File: src/rtl/ccd_adc_emu.sv
// ccd_adc_emu: emulates the serial output of the CCD video ADC. It answers
// ccd_timing on the adc_cs / adc_sclk / adc_sdo link and shifts out a
// pattern word (constant, ramp, LFSR or line index) in each frame.
// adc_cs and adc_sclk are oversampled on clk_80M through 2-flop synchronisers.
//
// Ports:
//   clk_80M     in   system clock, 80 MHz
//   rst         in   asynchronous active-high reset
//   en          in   emulator enable, sampled at the cs falling edge
//   mode        in   pattern select: 0 const, 1 ramp, 2 LFSR, 3 line index
//   const_val   in   word returned in mode 0
//   adc_cs      in   frame select, active low, asynchronous
//   adc_sclk    in   serial clock, idle high, asynchronous
//   adc_sdo     out  serial data, MSB first, registered
//   busy        out  high while a frame is in progress
//   short_frame out  one-cycle pulse when a frame ends too early
//   frame_cnt   out  completed full frames, wraps
module ccd_adc_emu #(
  parameter int unsigned DATA_W    = 16,
  parameter int unsigned LINE_LEN  = 7500,
  parameter logic [15:0] LFSR_SEED = 16'hACE1
) (
  input  logic              clk_80M,
  input  logic              rst,
  input  logic              en,
  input  logic [1:0]        mode,
  input  logic [DATA_W-1:0] const_val,
  input  logic              adc_cs,
  input  logic              adc_sclk,
  output logic              adc_sdo,
  output logic              busy,
  output logic              short_frame,
  output logic [15:0]       frame_cnt
);

  localparam int unsigned CNT_W  = $clog2(DATA_W + 1);
  localparam int unsigned LIDX_W = (LINE_LEN > 1) ? $clog2(LINE_LEN) : 1;

  localparam logic [0:0] ST_IDLE  = 1'b0;
  localparam logic [0:0] ST_SHIFT = 1'b1;

  // Synchroniser and edge-history flops
  logic cs_meta, cs_sync, cs_prev;
  logic sclk_meta, sclk_sync, sclk_prev;

  // State and pattern sources
  logic [0:0]        state_q, state_n;
  logic [DATA_W-1:0] sh_q, sh_n;
  logic [CNT_W-1:0]  cnt_q, cnt_n;
  logic [DATA_W-1:0] ramp_q, ramp_n;
  logic [15:0]       lfsr_q, lfsr_n;
  logic [LIDX_W-1:0] lidx_q, lidx_n;

  // Next values of the registered outputs
  logic              sdo_n, busy_n, short_n;
  logic [15:0]       fcnt_n;

  logic              cs_fall_c, cs_rise_c, sclk_fall_c;
  logic [DATA_W-1:0] word_c;
  logic              lfsr_fb_c;

  // Two-flop synchronisers; idle level of both lines is high
  always_ff @(posedge clk_80M or posedge rst) begin
    if (rst) begin
      cs_meta   <= 1'b1;
      cs_sync   <= 1'b1;
      cs_prev   <= 1'b1;
      sclk_meta <= 1'b1;
      sclk_sync <= 1'b1;
      sclk_prev <= 1'b1;
    end else begin
      cs_meta   <= adc_cs;
      cs_sync   <= cs_meta;
      cs_prev   <= cs_sync;
      sclk_meta <= adc_sclk;
      sclk_sync <= sclk_meta;
      sclk_prev <= sclk_sync;
    end
  end

  assign cs_fall_c   = cs_prev & ~cs_sync;
  assign cs_rise_c   = ~cs_prev & cs_sync;
  assign sclk_fall_c = sclk_prev & ~sclk_sync;

  // Fibonacci taps for x^16+x^14+x^13+x^11+1
  assign lfsr_fb_c = lfsr_q[15] ^ lfsr_q[13] ^ lfsr_q[12] ^ lfsr_q[10];

  // Pattern word selected at the cs falling edge
  always_comb begin
    word_c = const_val;
    case (mode)
      2'd0:    word_c = const_val;
      2'd1:    word_c = ramp_q;
      2'd2:    word_c = DATA_W'(lfsr_q);
      default: word_c = DATA_W'(lidx_q);
    endcase
  end

  // Next-state and output logic
  always_comb begin
    state_n = state_q;
    sh_n    = sh_q;
    cnt_n   = cnt_q;
    ramp_n  = ramp_q;
    lfsr_n  = lfsr_q;
    lidx_n  = lidx_q;
    fcnt_n  = frame_cnt;
    sdo_n   = adc_sdo;
    busy_n  = busy;
    short_n = 1'b0;

    case (state_q)
      ST_IDLE: begin
        sdo_n  = 1'b0;
        busy_n = 1'b0;
        if (cs_fall_c && en) begin
          state_n = ST_SHIFT;
          sh_n    = word_c;
          cnt_n   = '0;
          sdo_n   = word_c[DATA_W-1];
          busy_n  = 1'b1;
        end
      end

      ST_SHIFT: begin
        busy_n = 1'b1;
        if (cs_rise_c) begin
          // cs rise has priority over a coincident sclk fall
          state_n = ST_IDLE;
          busy_n  = 1'b0;
          sdo_n   = 1'b0;
          // The last bit is sampled on a rising edge, so DATA_W-1 falls suffice
          if (cnt_q >= CNT_W'(DATA_W - 1)) begin
            fcnt_n = frame_cnt + 16'd1;
            ramp_n = ramp_q + DATA_W'(1);
            lfsr_n = {lfsr_q[14:0], lfsr_fb_c};
            lidx_n = (lidx_q == LIDX_W'(LINE_LEN - 1)) ? '0 : lidx_q + LIDX_W'(1);
          end else begin
            short_n = 1'b1;
          end
        end else if (sclk_fall_c && (cnt_q < CNT_W'(DATA_W))) begin
          sh_n  = {sh_q[DATA_W-2:0], 1'b0};
          cnt_n = cnt_q + CNT_W'(1);
          // After the last data bit the line is held low until cs rises
          sdo_n = (cnt_q == CNT_W'(DATA_W - 1)) ? 1'b0 : sh_q[DATA_W-2];
        end
      end

      default: begin
        state_n = ST_IDLE;
        sdo_n   = 1'b0;
        busy_n  = 1'b0;
      end
    endcase
  end

  // State and output registers
  always_ff @(posedge clk_80M or posedge rst) begin
    if (rst) begin
      state_q     <= ST_IDLE;
      sh_q        <= '0;
      cnt_q       <= '0;
      ramp_q      <= '0;
      lfsr_q      <= LFSR_SEED;
      lidx_q      <= '0;
      adc_sdo     <= 1'b0;
      busy        <= 1'b0;
      short_frame <= 1'b0;
      frame_cnt   <= '0;
    end else begin
      state_q     <= state_n;
      sh_q        <= sh_n;
      cnt_q       <= cnt_n;
      ramp_q      <= ramp_n;
      lfsr_q      <= lfsr_n;
      lidx_q      <= lidx_n;
      adc_sdo     <= sdo_n;
      busy        <= busy_n;
      short_frame <= short_n;
      frame_cnt   <= fcnt_n;
    end
  end

endmodule

File: config.mk
export PLATFORM = sky130hd
export DESIGN_NAME = ccd_adc_emu
export DESIGN_NICKNAME = d
export VERILOG_FILES = /design/src/rtl/ccd_adc_emu.sv
export SDC_FILE = /design/constraint.sdc
export NUM_CORES = 1
export LEC_CHECK = 0
export ABC_AREA = 1
export CORE_UTILIZATION = 37
export CTS_CLUSTER_SIZE = 40
export DETAILED_ROUTE_END_ITERATION = 7
export SYNTH_ARGS = -nofsm -noshare
export SYNTH_HDL_FRONTEND = slang
export SYNTH_SLANG_ARGS = --single-unit
export TNS_END_PERCENT = 30
File: constraint.sdc
create_clock -name clk_80M -period 2.53 [get_ports clk_80M]
set_input_delay 0.3795 -clock clk_80M [delete_from_list [all_inputs] [get_ports clk_80M]]
set_output_delay 0.3795 -clock clk_80M [all_outputs]
set_load 0.02 [all_outputs]
==> metrics.csv <==
metric,value,unit
postLayoutCellArea,5903,µm²
yosysWarningCount,0,
layout.cells.most_common,nand2_1,
cts_tree,yes,
worst_slew_pin_slew,0.5217,ns
synth_ff_type,dfrtp_1,
die_x,117.1,µm
grt_usage,19.35,%
fmax,468.0,MHz
grt_max_degree,52,
gp_congestion,0.8515,
overflow,0,
clkLatencyLatePin,0.35,ns
netlist_area,4903,µm²
finalMaxSlewViolations,0,
path_class,register to register,
synth-edff-count,0,
path_max_fanout,36,
numCtsBuffers,9,
die_y,117.1,µm
layout-drive-gt1-share,8.949,%
syn_nets,684,
diodes,0,
htree_levels,3,
cap_violations,0,
placed_cell_area,5560,µm²
synthDistinctLibCells,33,
firstDrtPassIters,5,
worstSetupEndpointType,register,
fin_worst_skew,0.006815,ns
required,2.76,ns
synthCells,656,
start_util,38.39,%
clk_pin_slew,0.07,ns
num_io_pins,42,
synth-async-reset-ratio,100.0,%
ir_drop,0.3047,mV
period_minus_slack,2.137,ns
ant_nets,0,
drc,0,
grt_pass1_vias,4147,
syn2layout_area_growth,20.39,%
slew_headroom,65.14,%
status,finished clean,
cts.path.max_buffers,2,
hold_viol_final,0,
viasPerCell,4.937,
ctsHoldBuffers,0,
coreArea,12770,µm²
wl,12040,µm
post_cts_buffers,0,
hold_class,input port to asynchronous set/reset pin,
final_cell_mix,"nand2_1 (235), dfrtp_1 (76), nor2_1 (67)",
cts_root_buf,clkbuf_16,
dpl.hpwl,8741,µm
finalSetupViolations,0,
wl_per_cell,13.74,µm
grt_first_pass_wirelength,20130,µm
reg2reg_setup_slack,0.39,ns
worstPathArrival,2.37,ns
fin_crit_sh,84.45,%
num_rows,41,
antenna_found_initial,0,
post_cts_resized,0,
dieArea,13720,µm²
drtIter0Drc,314,
p_per_area,604.0,nW/µm²
leakage,2.585,nW
syn_avg_cell_area,7.475,µm²
rsz0062_at_grt,no,
vias,4325,
ys_seq_elements,90,
tns,0,ns
clock_sinks,90,
fin_nets,727,
yosysSeqAreaShare,46.29,%
crit_path_start_kind,register,
port_buffers,41,
==> logic make-up after synthesis <==
family	Yosys count	synth area share, %
buf+inv	73	6.277
mux	1	0.2041
xor+xnor	27	4.823
compound gates	75	8.344
fa+ha+maj	5	1.276
simple gates	385	32.79
flops	90	46.29
==> routing by layer <==
metal,global-route usage (%),vias to the layer above,part of all wire (%)
li1,-,2167,-
met1,26.55,2061,48
met3,3.965,13,3.8
met2,30.97,84,47
met4,5.654,0,1.2
met5,0,-,0
==> critical path: stages (launching register included) <==
cell     delay [ns]
dfrtp_1        0.43
ha_1           0.23
nand2_1        0.08
nor2_1         0.05
ha_1           0.19
nor2_1         0.26
nand2_2        0.12
nand2_2        0.23
buf_12         0.24
nor2_2         0.05
xor2_1         0.13
==> metrics by stage <==
stage	instances	hold slack [ns]	utilization, %	worst slack [ns]	total power, mW
floorplan	656	0.3452	-	0.7621	1.896
global placement	860	0.3492	43.53	0.4468	2.024
detailed placement	860	0.3485	43.53	0.3812	2.042
CTS	876	0.3604	46.21	0.3723	3.604
global route	876	0.3629	46.21	0.2264	3.729
finish	876	0.3564	46.21	0.3934	3.566
==> path summary, 6_finish.rpt <==
path                                              end            startpoint  depth (start not counted)
worst max-delay path            ramp_q[7]$_DFFE_PP0P_  cnt_q[0]$_DFFE_PP0P_                         10
worst min-delay path            lidx_q[9]$_DFFE_PP0P_                   rst                          2
worst max register to register  ramp_q[7]$_DFFE_PP0P_  cnt_q[0]$_DFFE_PP0P_                         10
worst min register to register      cs_sync$_DFF_PP1_     cs_meta$_DFF_PP1_                          0
max in group asynchronous       lfsr_q[6]$_DFFE_PP1P_                   rst                          3
min in group clk_80M                cs_sync$_DFF_PP1_     cs_meta$_DFF_PP1_                          0
==> cells in the mapped netlist (all sizes together), types with 6 or more instances <==
master	count	area (µm²)
xor2	21	183.9
nand3	49	255.3
o21ai	57	296.5
dfstp	14	367.9
buf	14	85.07
nor2	77	314.1
inv	54	202.7
nand4	13	87.58
a21oi	10	53.80
xnor2	6	52.55
nand2	238	900.9
dfrtp	76	1902
==> report_power, final <==
part           switching (mW)  leakage, nW  internal [mW]
Combinational           0.214         1.25          0.156
Sequential             0.0818         1.18           1.56
Clock                   0.583        0.159          0.969
==> flip-flops by register name, indices dropped and copies added (netlist names) <==
signal / flops
frame_cnt: 16
cs_meta: 1
lidx_q: 13
sh_q: 15
cnt_q: 5
adc_sdo: 1
short_frame: 1
ramp_q: 16
state_q: 1
sclk_meta: 1
cs_sync: 1
sclk_prev: 1
lfsr_q: 16
sclk_sync: 1
cs_prev: 1
==> cell type report <==
class / instances / area [µm²]
fill: 1255 / 6870
multi-input combinational: 493 / 2333
sequential: 90 / 2270
timing repair buffer: 51 / 535.5
clock buffer: 10 / 229.0
tap: 172 / 215.2
inverter: 54 / 206.4
clock inverter: 6 / 113.9
No activity file was read; power rests on OpenSTA's default activity.
